[src/rtl/load_store_unit.sv]
// load_store_unit
//   Single-outstanding load/store engine between the ALU/register file and a
//   32-bit byte-addressed data memory with a req/ack handshake.
//   Ports:
//     clk, reset (async, active low)
//     enable, op_valid, op_load, op_size, op_unsigned, op_addr, op_wdata : core op
//     op_ready, stall                                  : core flow control
//     res_valid, res_rdata, res_error                  : completion / write-back
//     mem_req, mem_we, mem_addr, mem_wdata, mem_be     : memory request
//     mem_ack, mem_rdata                               : memory response
//   TIMEOUT: REQ cycles without ack before an error abort (0 = never).
module load_store_unit #(
   parameter int TIMEOUT = 15
) (
   input  logic        clk,
   input  logic        reset,
   input  logic        enable,
   input  logic        op_valid,
   input  logic        op_load,
   input  logic [1:0]  op_size,
   input  logic        op_unsigned,
   input  logic [31:0] op_addr,
   input  logic [31:0] op_wdata,
   output logic        op_ready,
   output logic        stall,
   output logic        res_valid,
   output logic [31:0] res_rdata,
   output logic        res_error,
   output logic        mem_req,
   output logic        mem_we,
   output logic [31:0] mem_addr,
   output logic [31:0] mem_wdata,
   output logic [3:0]  mem_be,
   input  logic        mem_ack,
   input  logic [31:0] mem_rdata
);
   localparam int CW = (TIMEOUT > 0) ? $clog2(TIMEOUT + 1) : 1;
   localparam logic [CW-1:0] TLAST = (TIMEOUT > 0) ? CW'(TIMEOUT - 1) : '0;

   typedef enum logic [1:0] {IDLE, REQ, RESP} state_t;

   state_t        state, state_nxt;
   logic [CW-1:0] tcnt;
   logic          ld_q, uns_q;
   logic [1:0]    size_q, off_q;

   logic          accept, bad_op, timeout_hit;
   logic [3:0]    be_c;
   logic [31:0]   wdata_c, sh, ld_ext;

   assign accept   = (state == IDLE) & op_valid & enable;
   assign op_ready = (state == IDLE);
   assign stall    = accept | (state == REQ);

   // Misaligned or illegal ops complete with an error and never touch memory.
   assign bad_op = (op_size == 2'd3) |
                   ((op_size == 2'd1) & op_addr[0]) |
                   ((op_size == 2'd2) & (op_addr[1:0] != 2'b00));

   // Final unacked cycle of the window; an ack in this same cycle still wins.
   assign timeout_hit = (TIMEOUT > 0) && (tcnt == TLAST);

   // Byte enables and lane-replicated store data for the incoming op.
   always_comb begin
      be_c    = 4'b1111;
      wdata_c = op_wdata;
      case (op_size)
         2'd0: begin
            be_c    = 4'b0001 << op_addr[1:0];
            wdata_c = {4{op_wdata[7:0]}};
         end
         2'd1: begin
            be_c    = op_addr[1] ? 4'b1100 : 4'b0011;
            wdata_c = {2{op_wdata[15:0]}};
         end
         default: ;
      endcase
   end

   // Move the addressed lane down to bit 0, then extend.
   assign sh = mem_rdata >> {off_q, 3'b000};
   always_comb begin
      ld_ext = mem_rdata;
      case (size_q)
         2'd0:    ld_ext = {{24{~uns_q & sh[7]}},  sh[7:0]};
         2'd1:    ld_ext = {{16{~uns_q & sh[15]}}, sh[15:0]};
         default: ;
      endcase
   end

   always_comb begin
      state_nxt = state;
      case (state)
         IDLE:    if (accept) state_nxt = bad_op ? RESP : REQ;
         REQ:     if (mem_ack || timeout_hit) state_nxt = RESP;
         RESP:    state_nxt = IDLE;
         default: state_nxt = IDLE;
      endcase
   end

   always_ff @(posedge clk or negedge reset) begin
      if (!reset) state <= IDLE;
      else        state <= state_nxt;
   end

   always_ff @(posedge clk or negedge reset) begin
      if (!reset) begin
         mem_req   <= 1'b0;
         mem_we    <= 1'b0;
         mem_addr  <= '0;
         mem_wdata <= '0;
         mem_be    <= '0;
         res_valid <= 1'b0;
         res_rdata <= '0;
         res_error <= 1'b0;
         tcnt      <= '0;
         ld_q      <= 1'b0;
         uns_q     <= 1'b0;
         size_q    <= '0;
         off_q     <= '0;
      end else begin
         res_valid <= 1'b0;
         case (state)
            IDLE: if (accept) begin
               ld_q   <= op_load;
               uns_q  <= op_unsigned;
               size_q <= op_size;
               off_q  <= op_addr[1:0];
               tcnt   <= '0;
               if (bad_op) begin
                  res_valid <= 1'b1;
                  res_error <= 1'b1;
                  res_rdata <= '0;
               end else begin
                  mem_req   <= 1'b1;
                  mem_we    <= ~op_load;
                  mem_addr  <= {op_addr[31:2], 2'b00};
                  mem_be    <= be_c;
                  mem_wdata <= wdata_c;
               end
            end
            REQ: begin
               if (mem_ack) begin
                  mem_req   <= 1'b0;
                  res_valid <= 1'b1;
                  res_error <= 1'b0;
                  if (ld_q) res_rdata <= ld_ext;
               end else if (timeout_hit) begin
                  mem_req   <= 1'b0;
                  res_valid <= 1'b1;
                  res_error <= 1'b1;
                  res_rdata <= '0;
               end else begin
                  tcnt <= tcnt + CW'(1);
               end
            end
            RESP:    res_error <= 1'b0;
            default: ;
         endcase
      end
   end

endmodule

[config.mk]
export PLATFORM = sky130hd
export DESIGN_NAME = load_store_unit
export DESIGN_NICKNAME = d
export VERILOG_FILES = /design/src/rtl/load_store_unit.sv
export SDC_FILE = /design/constraint.sdc
export NUM_CORES = 1
export LEC_CHECK = 0
export CORE_UTILIZATION = 45
export DETAILED_ROUTE_END_ITERATION = 10
export PLACE_DENSITY_LB_ADDON = 0.12
export SYNTH_ARGS = -nofsm -noshare
export SYNTH_HDL_FRONTEND = slang
export SYNTH_SLANG_ARGS = --single-unit
export TNS_END_PERCENT = 5
[constraint.sdc]
create_clock -name clk -period 1.9 [get_ports clk]
set_input_delay 0.38 -clock clk [delete_from_list [all_inputs] [get_ports clk]]
set_output_delay 0.38 -clock clk [all_outputs]
set_load 0.05 [all_outputs]
==> results of run 1 <==
[worst min-delay path by stage]
stage,start,to,slack [ns],depth (start not counted)
after floorplan,reset,ld_q$_DFFE_PN0P_,0.08,0
after global placement,reset,tcnt[0]$_DFFE_PN0P_,0.36,1
after detailed placement,reset,res_rdata[24]$_DFFE_PN0P_,0.36,1
after CTS,reset,res_valid$_DFF_PN0_,0.47,2
after global routing,reset,res_valid$_DFF_PN0_,0.50,2
final,reset,res_valid$_DFF_PN0_,0.47,2
[worst reg2reg max path, stage by stage, from the launching register on]
cell and delay [ns]:
dfrtp_2 0.41, and4bb_2 0.31, buf_4 0.11, buf_4 0.09, nand3b_1 0.11, buf_12 0.18, buf_12 0.16, mux2_4 0.30
[per-layer routing]
metal / part of all wire, % / up-vias
li1: - / 2289
met1: 40 / 2352
met2: 50 / 167
met3: 8.0 / 27
met4: 2.1 / 0
met5: 0 / -
[cell usage in the layout (no fill, tap or decap), types with 8 or more instances in the layout]
cell | Yosys | routed
inv_1 | 13 | 12
nand3_1 | 27 | 27
o31ai_1 | 18 | 18
a21oi_1 | 8 | 8
buf_12 | 0 | 10
dfrtp_1 | 114 | 113
mux2_4 | 38 | 38
clkbuf_16 | 0 | 17
nand3b_1 | 10 | 10
mux2i_1 | 42 | 42
nand2_1 | 50 | 50
clkdlybuf4s50_1 | 0 | 103
nor2_1 | 36 | 35
buf_4 | 3 | 92
dlygate4sd2_1 | 0 | 53
o21ai_0 | 49 | 49
[cells by family after synthesis]
| kind of cell | count (synthesis) | share of synthesized area (%) |
|---|---|---|
| compound gates | 114 | 13.6 |
| xor+xnor | 3 | 0.469 |
| fa+ha+maj | 2 | 0.446 |
| buf+inv | 53 | 4.89 |
| flops | 114 | 50.9 |
| mux | 81 | 18.1 |
| other cells | 1 | 0.0669 |
| simple gates | 139 | 11.6 |
[through the flow]
step | instances | worst slack [ns] | TNS [ns] | hold slack [ns]
after floorplan | 508 | 0.148 | 0 | 0.0844
after global placement | 891 | -0.129 | -8.28 | 0.365
after detailed placement | 891 | -0.172 | -11.14 | 0.364
after CTS | 927 | -0.00815 | -0.00815 | 0.474
after global routing | 929 | -0.0163 | -0.0276 | 0.501
final | 929 | 0.0233 | 0 | 0.468
[sequential cells by signal, summed over array words and instances (netlist names), 2 cells and up]
signal,flops
res_rdata,32
size_q,2
mem_wdata,32
off_q,2
mem_be,4
mem_addr,30
state,2
tcnt,4
[final cells by class]
cell class,instances,area share [%]
clock buffers,29,6.26
clock inverters,3,0.754
repair buffers,260,27.9
multi-input cells,341,29.0
inverters,14,0.609
well taps,168,2.44
flip-flops and latches,114,33.1
[power by group]
part | leakage (nW) | total (W) | internal (W) | switching [W]
combinational | 2.40 | 0.00469 | 0.00163 | 0.00306
sequential | 1.45 | 0.00343 | 0.00303 | 0.000401
clock | 0.298 | 0.00323 | 0.00217 | 0.00106
[timing repair]
item | in CTS | in global routing
hold buffers | 1 | 0
cloned | 0 | 0
buffers inserted | 3 | 2
resized for setup | 59 | 0
pin swaps | 2 | 1
hold endpoints to repair | 31 | 0
setup endpoints to repair | 54 | 2
==> run metrics, run 1 <==
status completed; Multi-input gate area 0.00250 mm²; yosys warns 0; Worst setup startpoint state[1]$_DFFE_PN0P_; period utilisation layout 98.8%; final net count 855; Setup crit end stall; worst skew pair latency 0.42 ns; critical path, cell by cell and4bb_2 -> buf_6 -> nor2_4 -> inv_2 -> buf_12; register area share after synthesis 50.9%; CP max stage cell dfrtp_2; Crit Path Class reg -> out; CTS tree built; cell area after layout 0.00863 mm²; r2r setup slk 0.10 ns; Worst VDD drop 797 µV; Arrival @ worst endpoint 1.50 ns; Die W 114 µm; Synth-to-Final Area Change 53.9%; post-detailed-route wirelength per cell 17.2 µm; R2R Path Start state[1]$_DFFE_PN0P_; worst-path fanout max 4; max-slew violations 0; Remaining DRCs 0; most frequent cell after synthesis dfrtp_1; Worst path max stage delay 0.41 ns; total CTS buffers 17; GP Congestion 0.814; f_max 533 MHz; global-route usage over all layers 26.3%; Max Buffers Root-to-Sink 2; IO Port Bufs 208; Final Routed Wirelength 16.0 mm; Hold WC Path Type in -> async; CP delay by family, top flip-flops; CP Data Required Time 1.52 ns; FILL cells 895; Die Height 114 µm; Crit. End Element primary output; Yosys reg bits 114; DR vias/cell 5.20; clock sinks 114; Main synth FF type dfrtp_1; WP depth 5; Detailed Place HPWL 11.8 mm; vias in the first global route 5041; met1 Usage GRT 31.4%; Post-Route Utilization 71.5%; RSZ-0062 raised after global routing true; Reg2Reg Depth 7; DP Area 0.00803 mm²; Initial DRT Pass Iterations 4; die area 0.0129 mm²; Initial DRC Count 302; type of origin of the critical path flop; Slew headroom 65.1%; area leader, netlist dfrtp_1; Synth area leaders dfrtp_1, mux2_4, mux2i_1; reg-to-reg endpoint mem_addr[16]$_DFFE_PN0P_; Final Skew 0.00622 ns; Final Hold Viols 0; Avg Inst Size Synth 11.1 µm²; # rows 40; Final ANT Viol Nets 0; global-route wire length before repair 26.1 mm; Synth cell types 51; Starting Density 46.5%; Final setup viols 0; Slew @ Worst Pin 0.523 ns; n_diodes 0; global route overflow 0; ys async rst share 100%; Tmin final 1.88 ns; DR vias 4835; htree depth 4; met2 usage 43.6%; storage element area 0.00285 mm²; root buffer cell clkbuf_16; initial antenna violation count 0; top cell type's share of synthesized area 50.9%; P_leak 4.14 nW; I/O Pins 211; mapped cell area 0.00561 mm²; layout cells sized above 1 24.2%; Reg clk slew, reported paths 0.05 ns; EDFF count, synth 0; GRT busiest layer met2; Power Total 0.0114 W; GR Layer Usage met3 8.40%; largest net degree at the start of global routing 43; Post-synth top cells dfrtp_1, nand2_1, o21ai_0, mux2i_1, mux2_4; max-cap violation count 0; pwr/cell area 1320 mW/mm²; Synth Instances 507; total core area 0.0121 mm²; Buffers & Inverters on Critical Path 3
(Power assumes the default switching activity.)
==> run 2: changes to the inputs <==
- HOLD_SLACK_MARGIN: not set -> 0.03
==> results of run 2 <==
No change in the layout: final DEF, timing and power equal those of run 1.
==> run 3: changes to the inputs <==
- REMOVE_ABC_BUFFERS: not set -> 1
==> run 3 against run 2 <==
  * Utilization decreased by 0.53 points
  * Sequential cell count did not move
  * Final area down 0.74%
  * Hold slack lost 0.025 ns
  * Wire length fell by 2.4%
  * Critical endpoint unchanged
==> run metrics, run 3 (synthesis results as in run 1) <==
# rows 40 (unchanged); post-route setup TNS 0 ns (unchanged); P_leak 4.11 nW (-0.79%); r2r setup slk 0.13 ns (+0.03 ns); Die W 114 µm (unchanged); largest net degree at the start of global routing 39 (-9.3%); max-cap violation count 0 (unchanged); worst skew pair latency 0.40 ns (-0.02 ns); Final setup viols 0 (unchanged); Final Hold Viols 0 (unchanged); type of origin of the critical path input port; CP Data Required Time 1.52 ns (about the same); Crit. End Element primary output; Remaining DRCs 0 (unchanged); DR vias 4767 (-1.4%); Regs by FF count mem_wdata x32, res_rdata x32, mem_addr x30; global-route wire length before repair 25.4 mm (-2.7%); worst-path fanout max 2 (-2); Pint 0.00633 W (-7.2%); Crit Path Class in -> out; global-route usage over all layers 25.4% (-0.93 points); period utilisation layout 97.5% (-1.3 points); n_diodes 0 (unchanged); GP Congestion 0.829 (+1.8%); R2R Path Start off_q[1]$_DFFE_PN0P_; CTS tree built; total CTS buffers 17 (unchanged); post-detailed-route wirelength per cell 16.8 µm (-2.1%); initial antenna violation count 0 (unchanged); Hold WC Path Type in -> async; Detailed Place HPWL 11.6 mm (-1.7%); global route overflow 0 (unchanged); Initial DRT Pass Iterations 4 (unchanged); Die Height 114 µm (unchanged); Final ANT Viol Nets 0 (unchanged); reg-to-reg endpoint res_rdata[9]$_DFFE_PN0P_; status completed; Switching Share 42.6% (+2.7 points); Starting Density 46.5% (unchanged); clock sinks 114 (unchanged); Initial DRC Count 318 (+5.3%); Reg2Reg Depth 4 (-3); layout cells sized above 1 23.4% (-0.83 points); Arrival @ worst endpoint 1.47 ns (-0.03 ns); Clock power frac 26.6% (-1.9 points); Final Skew 0.00636 ns (+0.000140 ns); Reg clk slew, reported paths 0.06 ns (about the same); DP Area 0.00805 mm² (+0.25%); cell area after layout 0.00857 mm² (-0.74%); Worst VDD drop 761 µV (-4.5%); htree depth 4 (unchanged); Slew @ Worst Pin 0.524 ns (+0.00176 ns); DR vias/cell 5.15 (-1.1%); Tmin final 1.85 ns (-0.0246 ns); FILL cells 911 (+1.8%); root buffer cell clkbuf_16; die area 0.0129 mm² (unchanged); vias in the first global route 4961 (-1.6%); Reg power frac 31.0% (+0.8 points); I/O Pins 211 (unchanged); commonest non-fill, non-tap cell in the layout dfrtp_1; IO Port Bufs 208 (unchanged); final net count 852 (-0.35%); most frequent cells in the layout dfrtp_1, clkdlybuf4s50_1, buf_4; pwr/cell area 1290 mW/mm² (-2.1%); worst hold slack 0.443 ns (-0.0250 ns); f_max 540 MHz (+1.3%); RSZ-0062 raised after global routing false; Final Routed Wirelength 15.6 mm (-2.4%); NetSw 0.00470 W (+3.8%); total core area 0.0121 mm² (unchanged); Slew headroom 65.0% (-0.12 points); combinational power share 42.4% (+1.1 points); Synth-to-Final Area Change 52.8%; max-slew violations 0 (unchanged); Max Buffers Root-to-Sink 2 (unchanged)
## run 3: changes by cell type in the layout (fill, tap and decap cells not counted), sizes merged
cell         before  now
clkinvlp          0    3
bufinv            2    0
clkbuf           29   17
buf             103   92
dlygate4sd2      53   61
clkinv            2    7
inv              13   19
## run 3: routing by layer
| layer | GRT usage [%] | routed length, µm | vias to the layer above | share of wire, % |
|---|---|---|---|---|
| li1 | - | - | 2289 | - |
| met1 | 31.6 | 6620 | 2264 | 42 |
| met2 | 41.1 | 7470 | 199 | 48 |
| met3 | 9.30 | 1330 | 15 | 8.5 |
| met4 | 7.89 | 184 | 0 | 1.2 |
| met5 | 0 | 0 | - | 0 |
## run 3: repair_timing
action                                  CTS  global route
hold buffers                              1             0
gates cloned                              0             0
pin swaps                                 1             0
gates resized for setup                  65             2
endpoints found under the hold margin    23             0
setup buffers                             1             1
endpoints found under the setup margin   62             3
## run 3: area by class of cell
class | instances | area [µm²] | area share, %
inverter | 14 | 52.6 | 0.613
tap | 168 | 210 | 2.45
timing repair buffer | 257 | 2400 | 28.0
multi-input combinational | 341 | 2500 | 29.2
clock buffer | 17 | 425 | 4.97
clock inverter | 15 | 126 | 1.48
sequential | 114 | 2850 | 33.3
## run 3: power groups by stage
stage / combinational (W) / sequential (W) / clock [W]
2_1_floorplan: 0.00111 / 0.00540 / 0
3_3_place_gp: 0.00485 / 0.00344 / 0
3_5_place_dp: 0.00492 / 0.00344 / 0
4_1_cts: 0.00470 / 0.00341 / 0.00299
5_1_grt: 0.00491 / 0.00349 / 0.00311
6_report: 0.00468 / 0.00341 / 0.00294
## run 3: critical path: stages
cell and delay (ns):
clkdlybuf4s50_1 0.42, and4bb_2 0.25, buf_6 0.12, nor2_4 0.11, inv_2 0.05, buf_12 0.14
## run 3: through the flow
| step | util (%) | setup slack (ns) | total power, W | std cells |
|---|---|---|---|---|
| 2_1_floorplan | - | -2.19 | 0.00650 | 469 |
| 3_3_place_gp | 66.7 | -0.150 | 0.00829 | 891 |
| 3_5_place_dp | 66.7 | -0.169 | 0.00836 | 891 |
| 4_1_cts | 70.9 | 0.00726 | 0.0111 | 925 |
| 5_1_grt | 71.0 | 0.00763 | 0.0115 | 926 |
| 6_report | 71.0 | 0.0479 | 0.0110 | 926 |
## run 3: worst max-delay path by stage
stage / startpoint / end / slack, ns
after floorplan: state[0]$_DFFE_PN0P_ / mem_addr[10]$_DFFE_PN0P_ / -2.19
after global placement: op_size[0] / mem_wdata[4]$_DFFE_PN0P_ / -0.15
after detailed placement: op_size[0] / mem_addr[8]$_DFFE_PN0P_ / -0.17
after CTS: state[1]$_DFFE_PN0P_ / stall / 0.007
after global routing: op_valid / stall / 0.008
final: op_valid / stall / 0.05
